`src/rtl/bit32_serial_adder.sv`:
```
// Multi-cycle adder that adds one SLICE-bit slice per clock, LSB slice first, with valid/ready handshakes.
// Optional feature macro: SERIAL_ADDER_OVF_EN enables the signed-overflow output.
module bit32_serial_adder #(
    parameter int WIDTH = 32,
    parameter int SLICE = 8
) (
    input  logic             clk,
    input  logic             rst_n,
    input  logic             in_valid,
    output logic             in_ready,
    input  logic [WIDTH-1:0] a,
    input  logic [WIDTH-1:0] b,
    input  logic             cin,
    output logic             out_valid,
    input  logic             out_ready,
    output logic [WIDTH-1:0] s,
    output logic             cout,
    output logic             ovf
);

    localparam int NSL  = WIDTH / SLICE;
    localparam int IDXW = (NSL > 1) ? $clog2(NSL) : 1;
    localparam logic [IDXW-1:0] LAST_IDX = IDXW'(NSL - 1);

    typedef enum logic [1:0] {
        ST_IDLE = 2'd0,
        ST_CALC = 2'd1,
        ST_HOLD = 2'd2
    } state_t;

    state_t            state_q, state_d;
    logic [IDXW-1:0]   idx_q, idx_d;
    logic              carry_q, carry_d;
    logic              cin_q, cin_d;
    logic [WIDTH-1:0]  a_q, a_d;
    logic [WIDTH-1:0]  b_q, b_d;
    logic [WIDTH-1:0]  s_q, s_d;
    logic              cout_q, cout_d;
    logic              in_ready_q, in_ready_d;
    logic              out_valid_q, out_valid_d;
`ifdef SERIAL_ADDER_OVF_EN
    logic              ovf_q, ovf_d;
`endif

    logic [SLICE-1:0]  a_slice_s;
    logic [SLICE-1:0]  b_slice_s;
    logic              carry_in_s;
    logic [SLICE:0]    slice_sum_s;

    // Slice datapath: slice 0 takes the latched cin, later slices take the carry register
    always_comb begin
        a_slice_s   = a_q[idx_q*SLICE +: SLICE];
        b_slice_s   = b_q[idx_q*SLICE +: SLICE];
        carry_in_s  = (idx_q == {IDXW{1'b0}}) ? cin_q : carry_q;
        slice_sum_s = {1'b0, a_slice_s} + {1'b0, b_slice_s} + {{SLICE{1'b0}}, carry_in_s};
    end

    // Next-state and next-output logic for the handshake FSM
    always_comb begin
        state_d     = state_q;
        idx_d       = idx_q;
        carry_d     = carry_q;
        cin_d       = cin_q;
        a_d         = a_q;
        b_d         = b_q;
        s_d         = s_q;
        cout_d      = cout_q;
        in_ready_d  = in_ready_q;
        out_valid_d = out_valid_q;
`ifdef SERIAL_ADDER_OVF_EN
        ovf_d       = ovf_q;
`endif
        case (state_q)
            ST_IDLE: begin
                if (in_valid) begin
                    a_d        = a;
                    b_d        = b;
                    cin_d      = cin;
                    carry_d    = 1'b0;
                    idx_d      = {IDXW{1'b0}};
                    in_ready_d = 1'b0;
                    state_d    = ST_CALC;
                end else begin
                    in_ready_d = 1'b1;
                end
            end
            ST_CALC: begin
                s_d[idx_q*SLICE +: SLICE] = slice_sum_s[SLICE-1:0];
                carry_d = slice_sum_s[SLICE];
                if (idx_q == LAST_IDX) begin
                    cout_d      = slice_sum_s[SLICE];
`ifdef SERIAL_ADDER_OVF_EN
                    ovf_d       = (a_q[WIDTH-1] == b_q[WIDTH-1]) &&
                                  (slice_sum_s[SLICE-1] != a_q[WIDTH-1]);
`endif
                    out_valid_d = 1'b1;
                    state_d     = ST_HOLD;
                end else begin
                    idx_d = idx_q + {{(IDXW-1){1'b0}}, 1'b1};
                end
            end
            ST_HOLD: begin
                if (out_ready) begin
                    out_valid_d = 1'b0;
                    in_ready_d  = 1'b1;
                    state_d     = ST_IDLE;
                end else begin
                    out_valid_d = 1'b1;
                end
            end
            default: begin
                state_d     = ST_IDLE;
                idx_d       = {IDXW{1'b0}};
                in_ready_d  = 1'b1;
                out_valid_d = 1'b0;
            end
        endcase
    end

    // State and output registers; reset aborts any add in flight
    always_ff @(posedge clk or negedge rst_n) begin
        if (!rst_n) begin
            state_q     <= ST_IDLE;
            idx_q       <= {IDXW{1'b0}};
            carry_q     <= 1'b0;
            cin_q       <= 1'b0;
            a_q         <= {WIDTH{1'b0}};
            b_q         <= {WIDTH{1'b0}};
            s_q         <= {WIDTH{1'b0}};
            cout_q      <= 1'b0;
            in_ready_q  <= 1'b1;
            out_valid_q <= 1'b0;
        end else begin
            state_q     <= state_d;
            idx_q       <= idx_d;
            carry_q     <= carry_d;
            cin_q       <= cin_d;
            a_q         <= a_d;
            b_q         <= b_d;
            s_q         <= s_d;
            cout_q      <= cout_d;
            in_ready_q  <= in_ready_d;
            out_valid_q <= out_valid_d;
        end
    end

`ifdef SERIAL_ADDER_OVF_EN
    // Overflow flag register, updated together with cout
    always_ff @(posedge clk or negedge rst_n) begin
        if (!rst_n) begin
            ovf_q <= 1'b0;
        end else begin
            ovf_q <= ovf_d;
        end
    end
    assign ovf = ovf_q;
`else
    assign ovf = 1'b0;
`endif

    assign in_ready  = in_ready_q;
    assign out_valid = out_valid_q;
    assign s         = s_q;
    assign cout      = cout_q;

endmodule

```
`config.mk`:
```
export PLATFORM = sky130hd
export DESIGN_NAME = bit32_serial_adder
export DESIGN_NICKNAME = d
export VERILOG_FILES = /design/src/rtl/bit32_serial_adder.sv
export SDC_FILE = /design/constraint.sdc
export NUM_CORES = 1
export LEC_CHECK = 0
export CAP_MARGIN = 10
export CORE_MARGIN = 3
export CORE_UTILIZATION = 29
export DETAILED_ROUTE_END_ITERATION = 8
export PLACE_DENSITY = 0.52
export SETUP_SLACK_MARGIN = 0.15
export SLEW_MARGIN = 15
export SYNTH_ARGS = -nofsm -noshare
export SYNTH_HDL_FRONTEND = slang
export SYNTH_SLANG_ARGS = --single-unit
```
`constraint.sdc`:
```
create_clock -name clk -period 4.5 [get_ports clk]
set_clock_uncertainty 0.05 [all_clocks]
set_input_delay 0.9 -clock clk [delete_from_list [all_inputs] [get_ports clk]]
set_output_delay 0.9 -clock clk [all_outputs]
set_load 0.005 [all_outputs]
```
Word-level counts from Yosys, hierarchy flattened
Index checks and enable logic that the tools add are counted.

operators by class
  add/sub/neg operators = 4
  bitwise gates (word level) = 3
  muxes and demuxes = 17
  equal/unequal tests = 7
  shift-type cells = 4
  reduce and logical (&&, ||, !) cells = 10

operators with widths
  operator                                                                  number
  32-bit by 6-bit variable part select with 8-bit output                    2
  5-bit negator with 34-bit output                                          1
  8-bit by 34-bit variable shift with 32-bit output (first input constant)  1
  8-bit by 34-bit variable part select with 32-bit output                   1
  32-bit bitwise mux                                                        1
  2-bit case mux with 3 select lines                                        2
  2-bit two-way mux                                                         5
  2-bit AND reduction                                                       5
  8-bit by 8-bit adder with 9-bit output                                    1
  9-bit by 1-bit adder with 9-bit output                                    1
  2-bit inequality test (second input constant)                             4
  1-bit two-way mux                                                         6
  1-bit case mux with 3 select lines                                        2
  3-bit AND reduction                                                       2
  2-bit equality test (second input constant)                               2
  2-bit zero test                                                           2
  1-bit inverter                                                            3
  2-bit by 1-bit adder with 2-bit output (second input constant)            1
  2-bit by 1-bit equality test with 1-bit output (second input constant)    1
  1-bit case mux with 2 select lines                                        1
  2-bit nonzero test                                                        1

storage, ports and cells
  output and inout port bits = 36
  input bits = 69
  register bits = 105
  word-level logic and storage cells = 55

Longest topological paths before layout
  depth in word-level cells = 5
  gate-level depth with buffers = 13
  mapped depth without buffers = 11

Least setup slack after synthesis
Ideal clock, no wire load.

  path type = register -> register
  start point = reg idx_q[1]
  end point = reg s_q[14] (netlist: s[14])
  cell stages (with the launch flop) = 14
  required time = 4.329 ns
  clock period less this slack = 3.016 ns
  setup time = 0.121 ns
  arrival = 2.845 ns
  buffers on the path = 2
  path slack = 1.484 ns
  cell sequence = dfrtp_1 -> clkbuf_1 -> buf_2 -> inv_1 -> ha_1 -> mux2i_1 -> fa_1 -> inv_1 -> fa_1 -> a21oi_1 -> nor2b_1 -> a31o_4 -> xor2_2 -> a22o_1

on the way
  cells in the longest elaborated chain, start to end = 5
  elaborated cells between the ends (all ways) = 10
  those cells by class = 3 x add/sub; 4 x shift; 2 x mux; 1 x reduce/logical

RTL lines
  item                                                                            line    text
  from (decl)                                                                     32      logic [IDXW-1:0] idx_q, idx_d;
  from (signal assigned)                                                          124     idx_q <= {IDXW{1'b0}};
  from (signal assigned)                                                          135     idx_q <= idx_d;
  32-bit by 6-bit variable part select with 8-bit output (tied with other cells)  52      a_slice_s = a_q[idx_q*SLICE +: SLICE];
  8-bit by 8-bit adder with 9-bit output or 1-bit two-way mux (tied branches)     55, 54
  9-bit by 1-bit adder with 9-bit output                                          55      slice_sum_s = {1'b0, a_slice_s} + {1'b0, b_slice_s} + {{SLICE{1'b0}}, carry_in_s};
  8-bit by 34-bit variable part select with 32-bit output                         88      s_d[idx_q*SLICE +: SLICE] = slice_sum_s[SLICE-1:0];
  32-bit bitwise mux *                                                            88
  to (signal assigned)                                                            129     s_q <= {WIDTH{1'b0}};
  to (decl)                                                                       37      logic [WIDTH-1:0] s_q, s_d;

Every way passes the cells marked *; elsewhere a longest branch is shown, timed or not.
A chain may end at the register's enable or synchronous reset.

Worst setup path after layout
  start point = reg idx_q[0]
  end point = reg s_q[7] (netlist: s[7])

Same word-level chain as after synthesis.

==> run metrics <==
outcome=completed; Post-synth ARST share=1.00; yosys synthesis warning count=0; initial drt markers=118; grt ovf=0; Die H=135 um; Synth Instances=346; Routability Congestion=0.784; Buffers & Inverters on Critical Path=1; crit path capture type=register; Tcrit/Tclk final=0.756; vias in the first global route=3486; Cell Rows=46; initial antenna violation count=0; CTS tree=done; NumNets Final=539; drt pass-1 iters=4; number of clock sinks=105; CP required=4.66 ns; Setup Buffers After CTS=0; wire per inst=17.1 um; Synth Area in Compound Gates=0.0870; die width=135 um; via count=3194; Syn Nets=433; max-capacitance violation count=0; Top Family by Delay on Critical Path=compound AO/OA/AOI/OAI gates; Post-DRT Antenna Nets=0; pre-CTS setup slack=1.09 ns; detailed placement HPWL=8920 um; syn_area_per_cell=14.0 um2; PortBufs=103; die area=0.0183 mm2; Synth Area in Simple Gates=0.0538; Tmin final=3.40 ns; CTS H-Tree Depth=3; largest net degree at the start of global routing=56; leak pwr=2.68 nW; type of the worst setup path=reg -> reg; Pwr Density=778 mW/mm2; clock latency on the worst-skew pair=0.34 ns; synthesis-stage register bit count=105; Synth Area in Adders=0.0497; Critical-path top delay cell=dfrtp_1; Core Area=0.0161 mm2; top cell type's share of synthesized area=0.538; final slew viol count=0; mux contribution to synthesized area=0.232; CTS clk-pin slew, worst paths=0.07 ns; routed wire length=11500 um; Layout area overhead=32.9%; CP max FO=11; first-pass GRT wire length=18700 um; Critical Path Start Type=register; # DRC=0; Top Ports=105; Slew @ Worst Pin=0.758 ns; Setup WS post-layout=1.10 ns; relative slew slack=0.493; global-route usage over all layers=0.132; worst min-delay path class=reg -> reg; number of diodes=0; setup TNS=0 ns; critical path, cell by cell=buf_4 > mux4_2 > ha_1 > a2111oi_0 > a22oi_1 > xnor2_1 > o21ai_0; # resized after CTS=0; number of unique standard cell types used by synthesis=40; main combinational cell family by area after synthesis=multiplexers; number of flops mapped to enable cells by yosys=0; Root Driver=clkbuf_16; cts hold-fix bufs=0; total clock buffers created by CTS=9; VDD IR max=0.319 mV; Top FF cell, synth=dfrtp_1; Synth Cell Area=0.00483 mm2; unrepaired setup endpoints after global routing=false; share of layout cells above drive strength 1=0.241; sequential element share of the synthesized area=0.544; slowest stage delay, CP=0.78 ns; Fin. Hold Viols=0; CTS Buffer Depth=2; Layout fillers=1536; Initial Util=0.300; cell accounting for the most synthesized area=dfrtp_1; XOR/XNOR Fraction of Synth Area=0.0106; synth top area cells=dfrtp_1, mux2_2, mux4_2; Setup Viol. Count Final=0; vias per inst=4.75; CP Data Arrival Time=3.56 ns; f_max=294 MHz
==> metal layers <==
metal	global-route usage	routed length, um	vias up
li1	-	-	1479
met1	0.175	5220	1603
met2	0.212	5450	96
met3	0.0391	666	16
met4	0.0364	149	0
met5	0	0	-
==> through the flow <==
stage                     std cells  power (mW)   util  hold slack [ns]  instance area [um2]
after floorplan                 346        3.34      -            0.421                 4830
after global placement          657        4.17  0.379            0.418                 6110
after detailed placement        657        4.25  0.379            0.422                 6110
after CTS                       673        5.09  0.399            0.437                 6420
after global routing            673        5.37  0.399            0.458                 6420
final                           673        5.00  0.399            0.434                 6420
==> layout make-up <==
| type | count | area, um2 | share of cell area |
|---|---|---|---|
| Timing Repair Buffer | 110 | 1080 | 0.168 |
| Tap cell | 216 | 270 | 0.0421 |
| Clock inverter | 6 | 82.6 | 0.0129 |
| Multi-Input combinational cell | 218 | 2100 | 0.327 |
| Sequential cell | 105 | 2630 | 0.409 |
| Inverter | 8 | 30.0 | 0.00468 |
| Clock buffer | 10 | 229 | 0.0357 |
==> final timing paths <==
check	start	end	slack [ns]	depth (start not counted)
max	idx_q[0]	s[7]	1.10	7
min	s[21]	s[21]	0.43	2
max reg2reg	idx_q[0]	s[7]	1.10	7
min reg2reg	s[21]	s[21]	0.43	2
max in group asynchronous	rst_n	b_q[5]	3.00	2
min in group asynchronous	rst_n	a_q[7]	0.56	1
==> registers in the layout (all words and copies together), names as in the netlist <==
name / count
idx_q: 2
out_valid: 1
b_q: 32
cout: 1
in_ready: 1
a_q: 32
cin_q: 1
state_q: 2
carry_q: 1
s: 32
==> cell usage in the layout, fill, tap and decap left out, drive strengths merged, types with 2 or more instances in the layout <==
cell type / n
a21o: 3
clkbuf: 10
nor3: 2
a22o: 20
a21oi: 5
nand2: 23
o21ai: 16
xor2: 2
nor2b: 7
fa: 2
clkdlybuf4s50: 102
dfrtp: 104
inv: 8
o31ai: 3
nor2: 12
mux2: 65
o21a: 2
ha: 16
mux4: 16
xnor2: 3
nand4: 2
mux2i: 3
buf: 8
clkinv: 3
bufinv: 2
nand3: 2
==> worst min-delay path: cells and delay by family (launching register included) <==
kind / cells / cell delay [ns]
DFF: 1 / 0.35
and+or+nand+nor: 1 / 0.05
AOI/OAI and AO/OA: 1 / 0.06
==> logic make-up after synthesis <==
logic type               after synthesis
AO/OA/AOI/OAI                         57
flip-flops                           105
XOR/XNOR                               5
other                                  1
AND/OR/NAND/NOR                       53
multiplexers                          84
adder cells (fa/ha/maj)               18
buffers and inverters                 23
==> Yosys cell counts (3+ instances only) <==
cell	instances
xnor2_1	3
buf_2	10
nor2b_1	7
mux4_2	16
mux2_2	65
nor2_1	12
ha_1	16
mux2i_1	3
clkbuf_1	3
dfrtp_1	104
o31ai_1	3
a21oi_1	5
nand2_1	23
inv_1	8
a22o_1	20
a21o_1	3
o21ai_0	16
==> report_power, final <==
part           total (mW)  switching (mW)  internal, mW
Clock               0.818           0.333         0.485
Combinational        2.55            1.27          1.29
Sequential           1.63           0.258          1.37
Note: power is estimated with default switching activity, not from simulation.
